[src/rtl/spi_control_in_pkg.sv]
// Shared definitions for the SPI control input receiver.
// Contents:
//   DEFAULT_FRAME_BITS - default number of bits in one SPI frame
//   BIT_CNT_W          - width of the saturating received-bit counter
//   BIT_CNT_MAX        - saturation value of the bit counter
//   state_t            - receiver FSM state encoding (2 bits)
package spi_control_in_pkg;

  localparam int DEFAULT_FRAME_BITS = 24;
  localparam int BIT_CNT_W = 6;
  localparam logic [BIT_CNT_W-1:0] BIT_CNT_MAX = '1;

  typedef enum logic [1:0] {
    WAIT_IDLE = 2'd0,
    IDLE      = 2'd1,
    RECEIVE   = 2'd2
  } state_t;

endpackage

[src/rtl/spi_control_in_sync_edge_detect.sv]
// Synchronizer chain with registered rise/fall pulses for one asynchronous
// input that idles high.
// Ports:
//   i_clock  - system clock, rising edge
//   i_reset  - synchronous active-high reset, forces idle (high) levels
//   i_async  - asynchronous input signal
//   o_sync   - last synchronizer stage
//   o_rise   - one-cycle pulse, registered, after o_sync goes 0 -> 1
//   o_fall   - one-cycle pulse, registered, after o_sync goes 1 -> 0
module sync_edge_detect
  import spi_control_in_pkg::*;
#(
  parameter int STAGES = 2
) (
  input  logic i_clock,
  input  logic i_reset,
  input  logic i_async,
  output logic o_sync,
  output logic o_rise,
  output logic o_fall
);

  logic [STAGES-1:0] r_chain;
  logic              r_delay;
  logic              r_rise;
  logic              r_fall;

  // Shift the raw input through the synchronizer, keep one extra copy of the
  // last stage, and compare the two to produce registered edge pulses. Reset
  // loads the idle-high level everywhere so no edge is seen on release.
  always_ff @(posedge i_clock) begin
    if (i_reset) begin
      r_chain <= '1;
      r_delay <= 1'b1;
      r_rise  <= 1'b0;
      r_fall  <= 1'b0;
    end else begin
      r_chain[0] <= i_async;
      for (int k = 1; k < STAGES; k++) begin
        r_chain[k] <= r_chain[k-1];
      end
      r_delay <= r_chain[STAGES-1];
      r_rise  <= r_chain[STAGES-1] & ~r_delay;
      r_fall  <= ~r_chain[STAGES-1] & r_delay;
    end
  end

  assign o_sync = r_chain[STAGES-1];
  assign o_rise = r_rise;
  assign o_fall = r_fall;

endmodule

[src/rtl/spi_control_in.sv]
// SPI slave receiver (mode with clock idling high, data sampled on the SPI
// clock falling edge, MSB first) fully synchronous to i_clock.
// Ports:
//   i_clock       - system clock, rising edge
//   i_reset       - synchronous active-high reset
//   i_SPI_CS      - active-low chip select, asynchronous
//   i_SPI_clock   - SPI clock, idles high, asynchronous
//   i_SPI_data    - SPI serial data, asynchronous
//   o_data        - last correctly sized frame, first received bit in MSB
//   o_data_valid  - one-cycle pulse when o_data updates
//   o_frame_error - one-cycle pulse when a frame ends with a wrong bit count
module spi_control_in
  import spi_control_in_pkg::*;
#(
  parameter int FRAME_BITS  = DEFAULT_FRAME_BITS,
  parameter int SYNC_STAGES = 2
) (
  input  logic                  i_clock,
  input  logic                  i_reset,
  input  logic                  i_SPI_CS,
  input  logic                  i_SPI_clock,
  input  logic                  i_SPI_data,
  output logic [FRAME_BITS-1:0] o_data,
  output logic                  o_data_valid,
  output logic                  o_frame_error
);

  localparam logic [BIT_CNT_W-1:0] FRAME_CNT     = BIT_CNT_W'(FRAME_BITS);
  localparam logic [BIT_CNT_W-1:0] SETTLE_CYCLES = BIT_CNT_W'(SYNC_STAGES + 2);

  logic w_csSync;
  logic w_csRise;
  logic w_csFall;
  logic w_clkSync;
  logic w_clkRise;
  logic w_clkFall;
  logic w_dataSync;
  logic w_unusedClk;

  logic [SYNC_STAGES-1:0] r_dataSync;
  logic [FRAME_BITS-1:0]  r_shift;
  logic [FRAME_BITS-1:0]  r_data;
  logic [BIT_CNT_W-1:0]   r_bitCnt;
  logic [BIT_CNT_W-1:0]   r_settle;
  logic                   r_dataValid;
  logic                   r_frameError;
  logic                   w_settled;

  state_t r_state;
  state_t w_nextState;
  logic   w_startFrame;
  logic   w_shiftBit;
  logic   w_frameGood;
  logic   w_frameBad;

  sync_edge_detect #(.STAGES(SYNC_STAGES)) u_csSync (
    .i_clock (i_clock),
    .i_reset (i_reset),
    .i_async (i_SPI_CS),
    .o_sync  (w_csSync),
    .o_rise  (w_csRise),
    .o_fall  (w_csFall)
  );

  sync_edge_detect #(.STAGES(SYNC_STAGES)) u_clkSync (
    .i_clock (i_clock),
    .i_reset (i_reset),
    .i_async (i_SPI_clock),
    .o_sync  (w_clkSync),
    .o_rise  (w_clkRise),
    .o_fall  (w_clkFall)
  );

  // Only the falling edge of the SPI clock matters here.
  assign w_unusedClk = w_clkSync & w_clkRise;

  // Data needs no edge detection, just the plain synchronizer chain.
  always_ff @(posedge i_clock) begin
    if (i_reset) begin
      r_dataSync <= '1;
    end else begin
      r_dataSync[0] <= i_SPI_data;
      for (int k = 1; k < SYNC_STAGES; k++) begin
        r_dataSync[k] <= r_dataSync[k-1];
      end
    end
  end

  assign w_dataSync = r_dataSync[SYNC_STAGES-1];

  // The synchronizers come out of reset holding stale idle levels. Hold off
  // the WAIT_IDLE exit until the chains and edge pulses have flushed, so a
  // chip select that was already low at reset release is not mistaken for
  // an idle bus.
  always_ff @(posedge i_clock) begin
    if (i_reset) begin
      r_settle <= '0;
    end else if (r_settle != SETTLE_CYCLES) begin
      r_settle <= r_settle + BIT_CNT_W'(1);
    end
  end

  assign w_settled = (r_settle == SETTLE_CYCLES);

  // FSM state register.
  always_ff @(posedge i_clock) begin
    if (i_reset) begin
      r_state <= WAIT_IDLE;
    end else begin
      r_state <= w_nextState;
    end
  end

  // Next-state and datapath strobes. A CS rising edge takes priority over a
  // clock falling edge in the same cycle, so that last edge is not counted.
  always_comb begin
    w_nextState  = r_state;
    w_startFrame = 1'b0;
    w_shiftBit   = 1'b0;
    w_frameGood  = 1'b0;
    w_frameBad   = 1'b0;
    case (r_state)
      WAIT_IDLE: begin
        if (w_settled && w_csSync) begin
          w_nextState = IDLE;
        end
      end
      IDLE: begin
        if (w_csFall) begin
          w_startFrame = 1'b1;
          w_nextState  = RECEIVE;
        end
      end
      RECEIVE: begin
        if (w_csRise) begin
          if (r_bitCnt == FRAME_CNT) begin
            w_frameGood = 1'b1;
          end else begin
            w_frameBad = 1'b1;
          end
          w_nextState = IDLE;
        end else if (w_clkFall) begin
          w_shiftBit = 1'b1;
        end
      end
      default: begin
        w_nextState = WAIT_IDLE;
      end
    endcase
  end

  // Shift register, saturating bit counter, output register and the two
  // result pulses. The counter saturates so an overlong frame can never wrap
  // back to a count that looks correct.
  always_ff @(posedge i_clock) begin
    if (i_reset) begin
      r_shift      <= '0;
      r_bitCnt     <= '0;
      r_data       <= '0;
      r_dataValid  <= 1'b0;
      r_frameError <= 1'b0;
    end else begin
      r_dataValid  <= w_frameGood;
      r_frameError <= w_frameBad;
      if (w_frameGood) begin
        r_data <= r_shift;
      end
      if (w_startFrame) begin
        r_shift  <= '0;
        r_bitCnt <= '0;
      end else if (w_shiftBit) begin
        r_shift <= {r_shift[FRAME_BITS-2:0], w_dataSync};
        if (r_bitCnt != BIT_CNT_MAX) begin
          r_bitCnt <= r_bitCnt + BIT_CNT_W'(1);
        end
      end
    end
  end

  assign o_data        = r_data;
  assign o_data_valid  = r_dataValid;
  assign o_frame_error = r_frameError;

endmodule
[config.mk]
export PLATFORM = sky130hd
export DESIGN_NAME = spi_control_in
export DESIGN_NICKNAME = d
export VERILOG_FILES = /design/src/rtl/spi_control_in_pkg.sv /design/src/rtl/spi_control_in_sync_edge_detect.sv /design/src/rtl/spi_control_in.sv
export SDC_FILE = /design/constraint.sdc
export NUM_CORES = 1
export LEC_CHECK = 0
export BUFFER_PORTS_ARGS = -buffer_cell sky130_fd_sc_hd__buf_2
export CAP_MARGIN = 0
export CELL_PAD_IN_SITES_DETAIL_PLACEMENT = 1
export CELL_PAD_IN_SITES_GLOBAL_PLACEMENT = 2
export CORE_ASPECT_RATIO = 0.75
export CORE_MARGIN = 3
export CORE_UTILIZATION = 30
export DETAILED_ROUTE_END_ITERATION = 10
export PLACE_DENSITY_LB_ADDON = 0.1
export SLEW_MARGIN = 25
export SYNTH_ARGS = -nofsm -noshare
export SYNTH_HDL_FRONTEND = slang
export SYNTH_HIERARCHICAL = 1
export SYNTH_SLANG_ARGS = --single-unit
export TNS_END_PERCENT = 30
[constraint.sdc]
create_clock -name i_clock -period 2.4 [get_ports i_clock]
set_clock_uncertainty 0.1 [all_clocks]
set_input_delay 0.24 -clock i_clock [delete_from_list [all_inputs] [get_ports i_clock]]
set_output_delay 0.24 -clock i_clock [all_outputs]
set_load 0.03 [all_outputs]
==> impl_table.tex, run 1 <==
\begin{tabular}{lr}
\hline
Metric & Value \\
\hline
\multicolumn{2}{l}{\textbf{Detailed routing}} \\
\quad Routed met1 length & 3.34 mm \\
\quad Via count & 2,252 \\
\quad Met2 wire len & 2.68 mm \\
\quad Vias per cell & 4.61 \\
\quad Detailed-routed wire length on met3 & 246 microns \\
\quad Per-cell routed wire length & 13.0 microns \\
\quad DRC violations left & 0 \\
\quad Max Used Layer & met4 \\
\quad Final wirelength & 6.38 mm \\
\quad Antenna-violating nets left & 0 \\
\quad Pre-Repair DR Iteration Count & 4 \\
\quad Count of routing violations after the opening detailed-route iteration & 96 \\
\multicolumn{2}{l}{\textbf{Die}} \\
\quad Number of top-level pins & 31 \\
\quad Die Height & 90.9 microns \\
\quad Floorplan die area & 10,800 sq um \\
\quad Initial core utilization & 0.314 \\
\quad Core outline area & 9200 sq um \\
\quad Number of cell rows & 30 \\
\quad Horizontal extent of the die & 119 microns \\
\multicolumn{2}{l}{\textbf{Setup path}} \\
\quad Worst-path maximum fanout & 24 \\
\quad Worst Setup End Kind & register \\
\quad Reg2Reg Depth & 4 \\
\quad Worst-path cell with the longest stage delay & dfxtp\_1 \\
\quad Source of the worst register-to-register timing path & r\_state[0] \\
\quad Crit path largest cell delay & 0.49 ns \\
\quad Register-to-Register Setup Slack & 0.63 ns \\
\quad Crit path kind & register to register \\
\quad Crit path cell chain & nand3b\_1, nand2\_1, buf\_4, a21oi\_1 \\
\quad Endpoint of the most critical register-to-register path & r\_shift[18] \\
\quad Critical path startpoint category & register \\
\quad Critical Path RT & 2.51 ns \\
\quad Critical path arrival & 1.88 ns \\
\multicolumn{2}{l}{\textbf{CTS}} \\
\quad Clk slew on worst S/H paths & 0.06 ns \\
\quad Total number of H-tree levels & 3 \\
\quad Number of buffers created by CTS & 9 \\
\quad Number of hold buffers added after CTS & 3 \\
\quad Count of instances resized after the clock tree is built & 0 \\
\quad TritonCTS clock tree & yes \\
\quad Buffers inserted during post-CTS setup optimization & 0 \\
\quad Max Buffers Root-to-Sink & 2 \\
\quad Root Driver & clkbuf\_16 \\
\quad Clock latency on the worst-skew pair & 0.33 ns \\
\quad Clk sinks & 75 \\
\multicolumn{2}{l}{\textbf{Synth}} \\
\quad Combined area of all synthesized cells & 2890 sq um \\
\quad Warnings from Yosys & 6 \\
\quad Syn\_area\_per\_cell & 8.93 sq um \\
\quad Cell count after synthesis & 323 \\
\quad Post-Synthesis Net Count & 332 \\
\multicolumn{2}{l}{\textbf{Final layout}} \\
\quad Final Non-Filler Cells & 489 \\
\quad Layout-stage area growth over the synthesis result & 21.2\% \\
\quad Storage element area & 1500 sq um \\
\quad Cell area after layout & 3500 sq um \\
\quad Multi-input gate area in the final layout & 1270 sq um \\
\quad Share of layout cells above drive strength 1 & 0.161 \\
\quad Net count of the finished layout & 365 \\
\quad Layout fillers & 1,068 \\
\quad Antenna Diode Count & 0 \\
\quad Final standard cell utilization of the core & 0.380 \\
\multicolumn{2}{l}{\textbf{STA}} \\
\quad Total Neg Setup Slack & 0 ns \\
\quad Transition time at the pin with the least slew margin & 0.578 ns \\
\quad Slew Limit Headroom & 0.615 \\
\quad Max-slew violation total from the final report & 0 \\
\quad Tmin final & 1.77 ns \\
\quad Final number of hold-violating endpoints & 0 \\
\quad Max Freq & 565 MHz \\
\quad Unrepaired setup endpoints after global routing & false \\
\quad Final setup violation count & 0 \\
\quad Period utilization & 0.738 \\
\multicolumn{2}{l}{\textbf{Place}} \\
\quad Half-perimeter wire length after placement & 4.12 mm \\
\quad Placed insts & 470 \\
\quad Number of buffers added on ports & 30 \\
\quad GPL Wtd Cong & 0.685 \\
\quad Instance area at placement & 3170 sq um \\
\multicolumn{2}{l}{\textbf{GRT}} \\
\quad Overflow left after global routing & 0 \\
\quad Total routing usage reported by global routing & 0.129 \\
\quad Pin count of the biggest net entering global routing & 56 \\
\quad Initial antenna violation count & 0 \\
\quad Vias in the first global route & 2,243 \\
\quad Wire length of the first global-routing pass & 11.2 mm \\
\multicolumn{2}{l}{\textbf{Min path}} \\
\quad Instance count along the most critical hold path & 3 \\
\quad Class of the most critical hold timing path & input pin to register \\
\quad Hold\_sp & i\_reset \\
\quad Hold endpoint & r\_settle[1] \\
\multicolumn{2}{l}{\textbf{Power and ir drop}} \\
\quad Static leakage & 1.22 nW \\
\quad IR drop worst, VDD & 0.304 mV \\
\quad Pwr Density & 789 nW/um\^{}2 \\
\multicolumn{2}{l}{\textbf{Job}} \\
\quad Max-cap violations & 0 \\
\multicolumn{2}{l}{\textbf{Run status}} \\
\quad Outcome & finished, final reports clean \\
\hline
\end{tabular}
-- metrics by stage --
stage | hold WS (ns) | setup slack [ns] | total power, mW
after CTS | 0.256 | 0.586 | 2.81
after global placement | 0.291 | 0.658 | 1.44
final | 0.250 | 0.630 | 2.76
after floorplan | 0.216 | 0.806 | 1.41
after global routing | 0.292 | 0.444 | 2.90
after detailed placement | 0.295 | 0.604 | 1.45
-- how the worst max path moves through the flow --
stage                            from           to  slack, ns  cells after the start
after global placement     r_state[0]  r_shift[10]       0.66                      4
after CTS                  r_state[0]  r_shift[18]       0.59                      4
after detailed placement   r_state[0]  r_shift[18]       0.60                      4
after global routing       r_state[0]   r_shift[9]       0.44                      4
final                      r_state[0]  r_shift[18]       0.63                      4
after floorplan           r_bitCnt[0]    o_data[0]       0.81                      6
-- critical path, delay by kind of cell, from the launching register on --
kind                   cells  cell delay, ns
buffers and inverters      1            0.33
flip-flops                 1            0.49
AO/OA/AOI/OAI              1            0.08
AND/OR/NAND/NOR            2            0.63
-- cells in the final DEF (no fill, tap or decap), drive strengths merged, types with 3 or more instances in the layout --
cell type,instances
nor3,6
nor3b,4
clkinv,3
nand3b,3
a21oi,29
a211oi,3
ha,4
dlygate4sd3,3
inv,11
dfxtp,75
nand3,10
or2,8
nor4,3
nand2,101
xor2,3
clkbuf,9
mux2i,27
buf,36
-- routing by layer --
metal,GRT usage,vias up
li1,-,1139
met1,0.178,1079
met2,0.181,25
met3,0.0479,9
met4,0.0492,0
met5,0,-
-- flip-flops by register name, indices dropped and copies added, names as in the netlist, 2 cells and up --
signal,flops
r_bitCnt,6
u_clkSync/r_chain,2
r_shift,24
r_settle,6
r_dataSync,2
r_state,2
u_csSync/r_chain,2
o_data,24
-- power breakdown --
group	switching (mW)	internal (mW)	total (mW)
combinational	0.0687	0.0501	0.119
sequential	0.0288	1.27	1.30
clock	0.532	0.809	1.34
-- area by class of cell --
type | instances | share of cell area
repair buffers | 39 | 0.0644
clock buffers | 9 | 0.0644
inverters | 10 | 0.0107
flip-flops and latches | 75 | 0.429
multi-input cells | 221 | 0.364
clock inverters | 7 | 0.0218
well taps | 128 | 0.0458
Power figures use the tool's default switching activity.
==> run 2: changes to the inputs <==
- clock period: 2.4 -> 1.6 ns (I/O delays scaled with it)
==> run 2 against run 1 <==
Compared with the run above: design area rose by 10%; clock-buffer cell count rose by 2; critical path depth rose by 2; sequential share of layout area fell by 3.9 points; global-route usage rose by 0.11 points; sequential power rose by 49%; die area did not move; critical endpoint is now o_data[15].
==> impl_table.tex, run 2 (same netlist as run 1, synthesis figures left out) <==
\begin{tabular}{lr}
\hline
Metric & Value \\
\hline
\multicolumn{2}{l}{\textbf{Die}} \\
\quad Initial core utilization & 0.314 \\
\quad Number of top-level pins & 31 \\
\quad Die Height & 90.9 microns \\
\quad Floorplan die area & 10,800 sq um \\
\quad Core outline area & 9200 sq um \\
\quad Horizontal extent of the die & 119 microns \\
\quad Number of cell rows & 30 \\
\multicolumn{2}{l}{\textbf{CTS}} \\
\quad TritonCTS clock tree & yes \\
\quad Clk sinks & 75 \\
\quad Number of buffers created by CTS & 9 \\
\quad Clk slew on worst S/H paths & 0.06 ns \\
\quad Max Buffers Root-to-Sink & 2 \\
\quad Root Driver & clkbuf\_16 \\
\quad Total number of H-tree levels & 3 \\
\quad Clock latency on the worst-skew pair & 0.33 ns \\
\multicolumn{2}{l}{\textbf{Setup path}} \\
\quad Worst-path cell with the longest stage delay & dfxtp\_2 \\
\quad Endpoint of the most critical register-to-register path & o\_data[15] \\
\quad Critical path startpoint category & register \\
\quad Critical Path RT & 1.76 ns \\
\quad Category of cells accounting for the largest share of critical-path delay & buffers and inverters \\
\quad Reg2Reg Depth & 6 \\
\quad Crit path kind & register to register \\
\quad Source of the worst register-to-register timing path & u\_csSync/o\_rise \\
\quad Critical path arrival & 1.73 ns \\
\quad Timing startpoint of the critical path & u\_csSync/o\_rise \\
\quad Worst path bufs/invs & 3 \\
\quad Stages on the worst setup path & 6 \\
\quad Register-to-Register Setup Slack & 0.03 ns \\
\quad Crit path largest cell delay & 0.34 ns \\
\quad Worst-path maximum fanout & 8 \\
\quad Crit path cell chain & buf\_6, nand3b\_1, nor4\_4, buf\_4, clkbuf\_16, mux2i\_1 \\
\quad Worst Setup End Kind & register \\
\multicolumn{2}{l}{\textbf{STA}} \\
\quad Final number of hold-violating endpoints & 0 \\
\quad Final setup violation count & 0 \\
\quad Slew Limit Headroom & 0.770 \\
\quad Unrepaired setup endpoints after global routing & true \\
\quad Minimum setup slack in the final design & 0.0252 ns \\
\quad Max-slew violation total from the final report & 0 \\
\quad Max Freq & 635 MHz \\
\quad Period utilization & 0.984 \\
\quad Transition time at the pin with the least slew margin & 0.345 ns \\
\quad Tmin final & 1.57 ns \\
\multicolumn{2}{l}{\textbf{Detailed routing}} \\
\quad Vias per cell & 4.56 \\
\quad Antenna-violating nets left & 0 \\
\quad Via count & 2,328 \\
\quad Count of routing violations after the opening detailed-route iteration & 105 \\
\quad Pre-Repair DR Iteration Count & 4 \\
\quad DRC violations left & 0 \\
\quad Final wirelength & 7.06 mm \\
\quad Per-cell routed wire length & 13.8 microns \\
\multicolumn{2}{l}{\textbf{Min path}} \\
\quad Instance count along the most critical hold path & 3 \\
\quad Hold\_sp & i\_reset \\
\quad Hold endpoint & r\_state[0] \\
\quad Class of the most critical hold timing path & input pin to register \\
\multicolumn{2}{l}{\textbf{Run status}} \\
\quad Outcome & finished, final reports clean \\
\multicolumn{2}{l}{\textbf{Place}} \\
\quad Number of buffers added on ports & 30 \\
\quad GPL Wtd Cong & 0.765 \\
\quad Placed insts & 485 \\
\quad Half-perimeter wire length after placement & 4.51 mm \\
\quad Setup WS pre-CTS & 0.00492 ns \\
\multicolumn{2}{l}{\textbf{Power and ir drop}} \\
\quad IR drop worst, VDD & 0.549 mV \\
\quad Static leakage & 1.39 nW \\
\quad Pwr Density & 1170 nW/um\^{}2 \\
\multicolumn{2}{l}{\textbf{Final layout}} \\
\quad Antenna Diode Count & 0 \\
\quad Most used cells in the layout excluding fill and tap cells & 100 x nand2\_1, 72 x dfxtp\_1, 30 x buf\_2 \\
\quad Layout fillers & 1,065 \\
\quad Final Non-Filler Cells & 510 \\
\quad Net count of the finished layout & 386 \\
\quad Most frequent standard cell in the layout excluding fill and tap cells & nand2\_1 \\
\quad Layout-stage area growth over the synthesis result & 33.8\% \\
\quad Share of layout cells above drive strength 1 & 0.228 \\
\multicolumn{2}{l}{\textbf{GRT}} \\
\quad Total routing usage reported by global routing & 0.130 \\
\quad Initial antenna violation count & 0 \\
\quad Overflow left after global routing & 0 \\
\quad Vias in the first global route & 2,295 \\
\quad Wire length of the first global-routing pass & 11.4 mm \\
\quad Pin count of the biggest net entering global routing & 35 \\
\multicolumn{2}{l}{\textbf{Job}} \\
\quad Max-cap violations & 0 \\
\hline
\end{tabular}
==> run 2: area by class of cell <==
type | count | area [sq um] | area share
clock buffers | 11 | 243 | 0.0629
clock inverters | 5 | 100 | 0.0259
multi-input cells | 221 | 1320 | 0.342
flip-flops and latches | 75 | 1510 | 0.390
well taps | 128 | 160 | 0.0415
repair buffers | 60 | 495 | 0.128
inverters | 10 | 37.5 | 0.00972
==> run 2: per-layer routing <==
layer,share of wire,wire (microns),up-vias,GRT usage
li1,-,-,1182,-
met1,0.54,3780,1111,0.183
met2,0.43,3010,27,0.189
met3,0.026,180,8,0.0374
met4,0.012,83,0,0.0463
met5,0,0,-,0
==> run 2: repair_timing <==
| item | CTS | global route |
|---|---|---|
| resized for setup | 3 | 12 |
| hold buffers | 3 | 0 |
| setup endpoints to repair | 10 | 30 |
| pin swaps | 0 | 1 |
| cloned | 0 | 2 |
| buffers inserted | 0 | 4 |
| endpoints found under the hold margin | 3 | 0 |
==> run 2: worst register-to-register path: cells and delay by family (launching register included) <==
family	cells	cell delay (ns)
flip-flops	1	0.34
AND/OR/NAND/NOR	2	0.44
multiplexers	1	0.18
buffers and inverters	3	0.44
==> run 2: through the flow <==
stage	hold WS (ns)	util	cell area (sq um)	setup TNS [ns]	power [mW]
floorplan	0.136	-	2890	0	2.11
global placement	0.238	0.363	3340	0	2.22
detailed placement	0.246	0.363	3340	0	2.22
CTS	0.164	0.405	3720	0	4.56
global route	0.204	0.420	3860	-0.619	4.72
finish	0.168	0.420	3860	0	4.52
==> run 2: where the power goes <==
| part | switching, mW | internal, mW | total (mW) |
|---|---|---|---|
| Combinational | 0.136 | 0.137 | 0.273 |
| Clock | 0.753 | 1.56 | 2.31 |
| Sequential | 0.0295 | 1.91 | 1.94 |
==> run 2: how the worst max path moves through the flow <==
stage | to | slack (ns)
2_1_floorplan | o_data[0] | 0.006
3_3_place_gp | o_data[23] | 0.07
3_5_place_dp | o_data[21] | 0.005
4_1_cts | o_data[6] | 0.007
5_1_grt | r_state[0] | -0.05
6_report | o_data[15] | 0.03
==> run 3: changes to the inputs <==
- ABC_AREA: default -> 1
- CORE_ASPECT_RATIO: 0.75 -> 0.9
==> run 3 against run 2 <==
Compared with the run above: largest power group is now sequential cells; synthesized area shrank 0.56%; fmax up 7.9%; worst hold slack lost 0.061 ns; global-route usage decreased by 0.43 points; highest routed layer unchanged; critical path type unchanged; utilization shrank 4.4 points; non-clock buffer count decreased by 17; largest cell class unchanged; first-iteration DRC count fell by 44%; register-to-register slack gained 0.12 ns.
==> impl_table.tex, run 3 <==
\begin{tabular}{lr}
\hline
Metric & Value \\
\hline
\multicolumn{2}{l}{\textbf{Run status}} \\
\quad Outcome & finished, final reports clean \\
\multicolumn{2}{l}{\textbf{Final layout}} \\
\quad Layout-stage area growth over the synthesis result & 20.6\% \\
\quad Most frequent standard cell in the layout excluding fill and tap cells & dfxtp\_1 \\
\quad Net count of the finished layout & 392 \\
\quad Most used cells in the layout excluding fill and tap cells & 73 x dfxtp\_1, 60 x nand2\_1, 51 x nor2\_1 \\
\quad Final Non-Filler Cells & 510 \\
\quad Share of layout cells above drive strength 1 & 0.229 \\
\quad Antenna Diode Count & 0 \\
\quad Final standard cell utilization of the core & 0.376 \\
\quad Layout fillers & 1,088 \\
\multicolumn{2}{l}{\textbf{GRT}} \\
\quad Overflow left after global routing & 0 \\
\quad Met2 GRT Util & 0.184 \\
\quad Global routing's busiest layer & met2 \\
\quad Wire length of the first global-routing pass & 10.6 mm \\
\quad Pin count of the biggest net entering global routing & 31 \\
\quad Initial antenna violation count & 0 \\
\quad GR met1 Demand/Resource & 0.172 \\
\quad GR met3 Demand/Resource & 0.0373 \\
\quad Vias in the first global route & 2,212 \\
\quad Total routing usage reported by global routing & 0.126 \\
\multicolumn{2}{l}{\textbf{CTS}} \\
\quad Clk sinks & 75 \\
\quad TritonCTS clock tree & yes \\
\quad Max Buffers Root-to-Sink & 2 \\
\quad Clock latency on the worst-skew pair & 0.34 ns \\
\quad Clk slew on worst S/H paths & 0.08 ns \\
\quad Number of buffers created by CTS & 9 \\
\quad Total number of H-tree levels & 3 \\
\quad Root Driver & clkbuf\_8 \\
\quad Buffers inserted during post-CTS setup optimization & 0 \\
\multicolumn{2}{l}{\textbf{STA}} \\
\quad Tmin final & 1.46 ns \\
\quad Final number of hold-violating endpoints & 0 \\
\quad Final setup violation count & 0 \\
\quad Max-slew violation total from the final report & 0 \\
\quad Unrepaired setup endpoints after global routing & false \\
\quad Total Neg Setup Slack & 0 ns \\
\quad Transition time at the pin with the least slew margin & 0.412 ns \\
\quad Max Freq & 685 MHz \\
\quad Slew Limit Headroom & 0.723 \\
\quad Period utilization & 0.912 \\
\multicolumn{2}{l}{\textbf{Detailed routing}} \\
\quad DRC violations left & 0 \\
\quad Via count & 2,238 \\
\quad Vias per cell & 4.39 \\
\quad Antenna-violating nets left & 0 \\
\quad Pre-Repair DR Iteration Count & 4 \\
\quad Final wirelength & 6.31 mm \\
\quad Count of routing violations after the opening detailed-route iteration & 59 \\
\quad Per-cell routed wire length & 12.4 microns \\
\multicolumn{2}{l}{\textbf{Die}} \\
\quad Core outline area & 9210 sq um \\
\quad Die Height & 98.8 microns \\
\quad Floorplan die area & 10,800 sq um \\
\quad Number of cell rows & 33 \\
\quad Number of top-level pins & 31 \\
\quad Initial core utilization & 0.312 \\
\quad Horizontal extent of the die & 109 microns \\
\multicolumn{2}{l}{\textbf{Power and ir drop}} \\
\quad Pwr Density & 1130 nW/um\^{}2 \\
\quad Static leakage & 1.48 nW \\
\quad IR drop worst, VDD & 0.458 mV \\
\multicolumn{2}{l}{\textbf{Synth}} \\
\quad Post-Synthesis Net Count & 353 \\
\quad Cell count after synthesis & 344 \\
\quad Warnings from Yosys & 6 \\
\quad Combined area of all synthesized cells & 2870 sq um \\
\quad Syn\_area\_per\_cell & 8.34 sq um \\
\multicolumn{2}{l}{\textbf{Setup path}} \\
\quad Worst Setup End Kind & register \\
\quad Crit path largest cell delay & 0.35 ns \\
\quad Critical Path RT & 1.78 ns \\
\quad Crit path kind & register to register \\
\quad Worst-path cell with the longest stage delay & dfxtp\_2 \\
\quad Critical path startpoint category & register \\
\quad Worst-path maximum fanout & 24 \\
\quad Crit path cell chain & inv\_1, ha\_1, nand4\_4, nor2\_8, buf\_12, o21ai\_1, nor2\_1 \\
\quad Critical path arrival & 1.64 ns \\
\multicolumn{2}{l}{\textbf{Place}} \\
\quad Number of buffers added on ports & 30 \\
\quad Placed insts & 491 \\
\quad Half-perimeter wire length after placement & 4.23 mm \\
\quad GPL Wtd Cong & 0.746 \\
\multicolumn{2}{l}{\textbf{Min path}} \\
\quad Class of the most critical hold timing path & input pin to register \\
\multicolumn{2}{l}{\textbf{Job}} \\
\quad Max-cap violations & 0 \\
\hline
\end{tabular}
[run 3: cell types whose count changed in the layout (fill, tap and decap cells not counted), moves of 5 or more]
cell	previous run	this run
nor3_1	6	1
o21ai_1	0	24
a211oi_1	3	10
clkbuf_8	1	9
inv_1	9	24
nor2_1	2	51
buf_4	17	7
mux2i_1	27	0
nor2_2	0	20
nand2_1	100	60
clkbuf_16	11	0
[run 3: area by class of cell]
type	count	area [sq um]	area share
Sequential cell	75	1500	0.435
Multi-Input combinational cell	228	1170	0.338
Timing Repair Buffer	43	293	0.0846
Tap cell	122	153	0.0441
Clock buffer	9	124	0.0358
Clock inverter	7	116	0.0336
Inverter	26	103	0.0296
[run 3: timing repair]
item	in CTS	in global routing
setup endpoints to repair	2	5
resized for setup	1	2
endpoints found under the hold margin	3	0
hold buffers	3	0
[run 3: path summary, 6_finish.rpt]
check,start,end,slack [ns],cells past startpoint
setup / recovery,r_bitCnt[0],o_data[6],0.14,7
hold / removal,i_reset,u_csSync/o_fall,0.11,3
setup reg to reg,r_bitCnt[0],o_data[6],0.14,7
hold reg to reg,u_clkSync/r_chain[0],u_clkSync/r_chain[1],0.31,1
[run 3: stage by stage]
step	setup WS, ns	power, mW	hold WS [ns]	instance area (sq um)
2_1_floorplan	0.178	2.14	0.129	2870
3_3_place_gp	0.0656	2.20	0.240	3190
3_5_place_dp	0.00619	2.21	0.244	3190
4_1_cts	0.0635	3.99	0.101	3460
5_1_grt	0.0396	4.12	0.117	3460
6_report	0.141	3.92	0.106	3460
[run 3: report_power, final]
group	total, mW	internal, mW	switching [mW]
logic	0.217	0.0872	0.129
clock network	1.75	1.03	0.720
registers	1.95	1.91	0.0368
[run 3: critical path, delay by kind of cell, from the launching register on]
family                   cells  cell delay, ns
AO/OA/AOI/OAI                1            0.07
adder cells (fa/ha/maj)      1            0.19
buffers and inverters        2            0.27
AND/OR/NAND/NOR              3            0.42
flip-flops                   1            0.35
[run 3: layer usage]
| metal | part of all wire | up-vias |
|---|---|---|
| met5 | 0 | - |
| met4 | 0.017 | 0 |
| met3 | 0.036 | 12 |
| met2 | 0.43 | 28 |
| met1 | 0.52 | 1020 |
| li1 | - | 1178 |
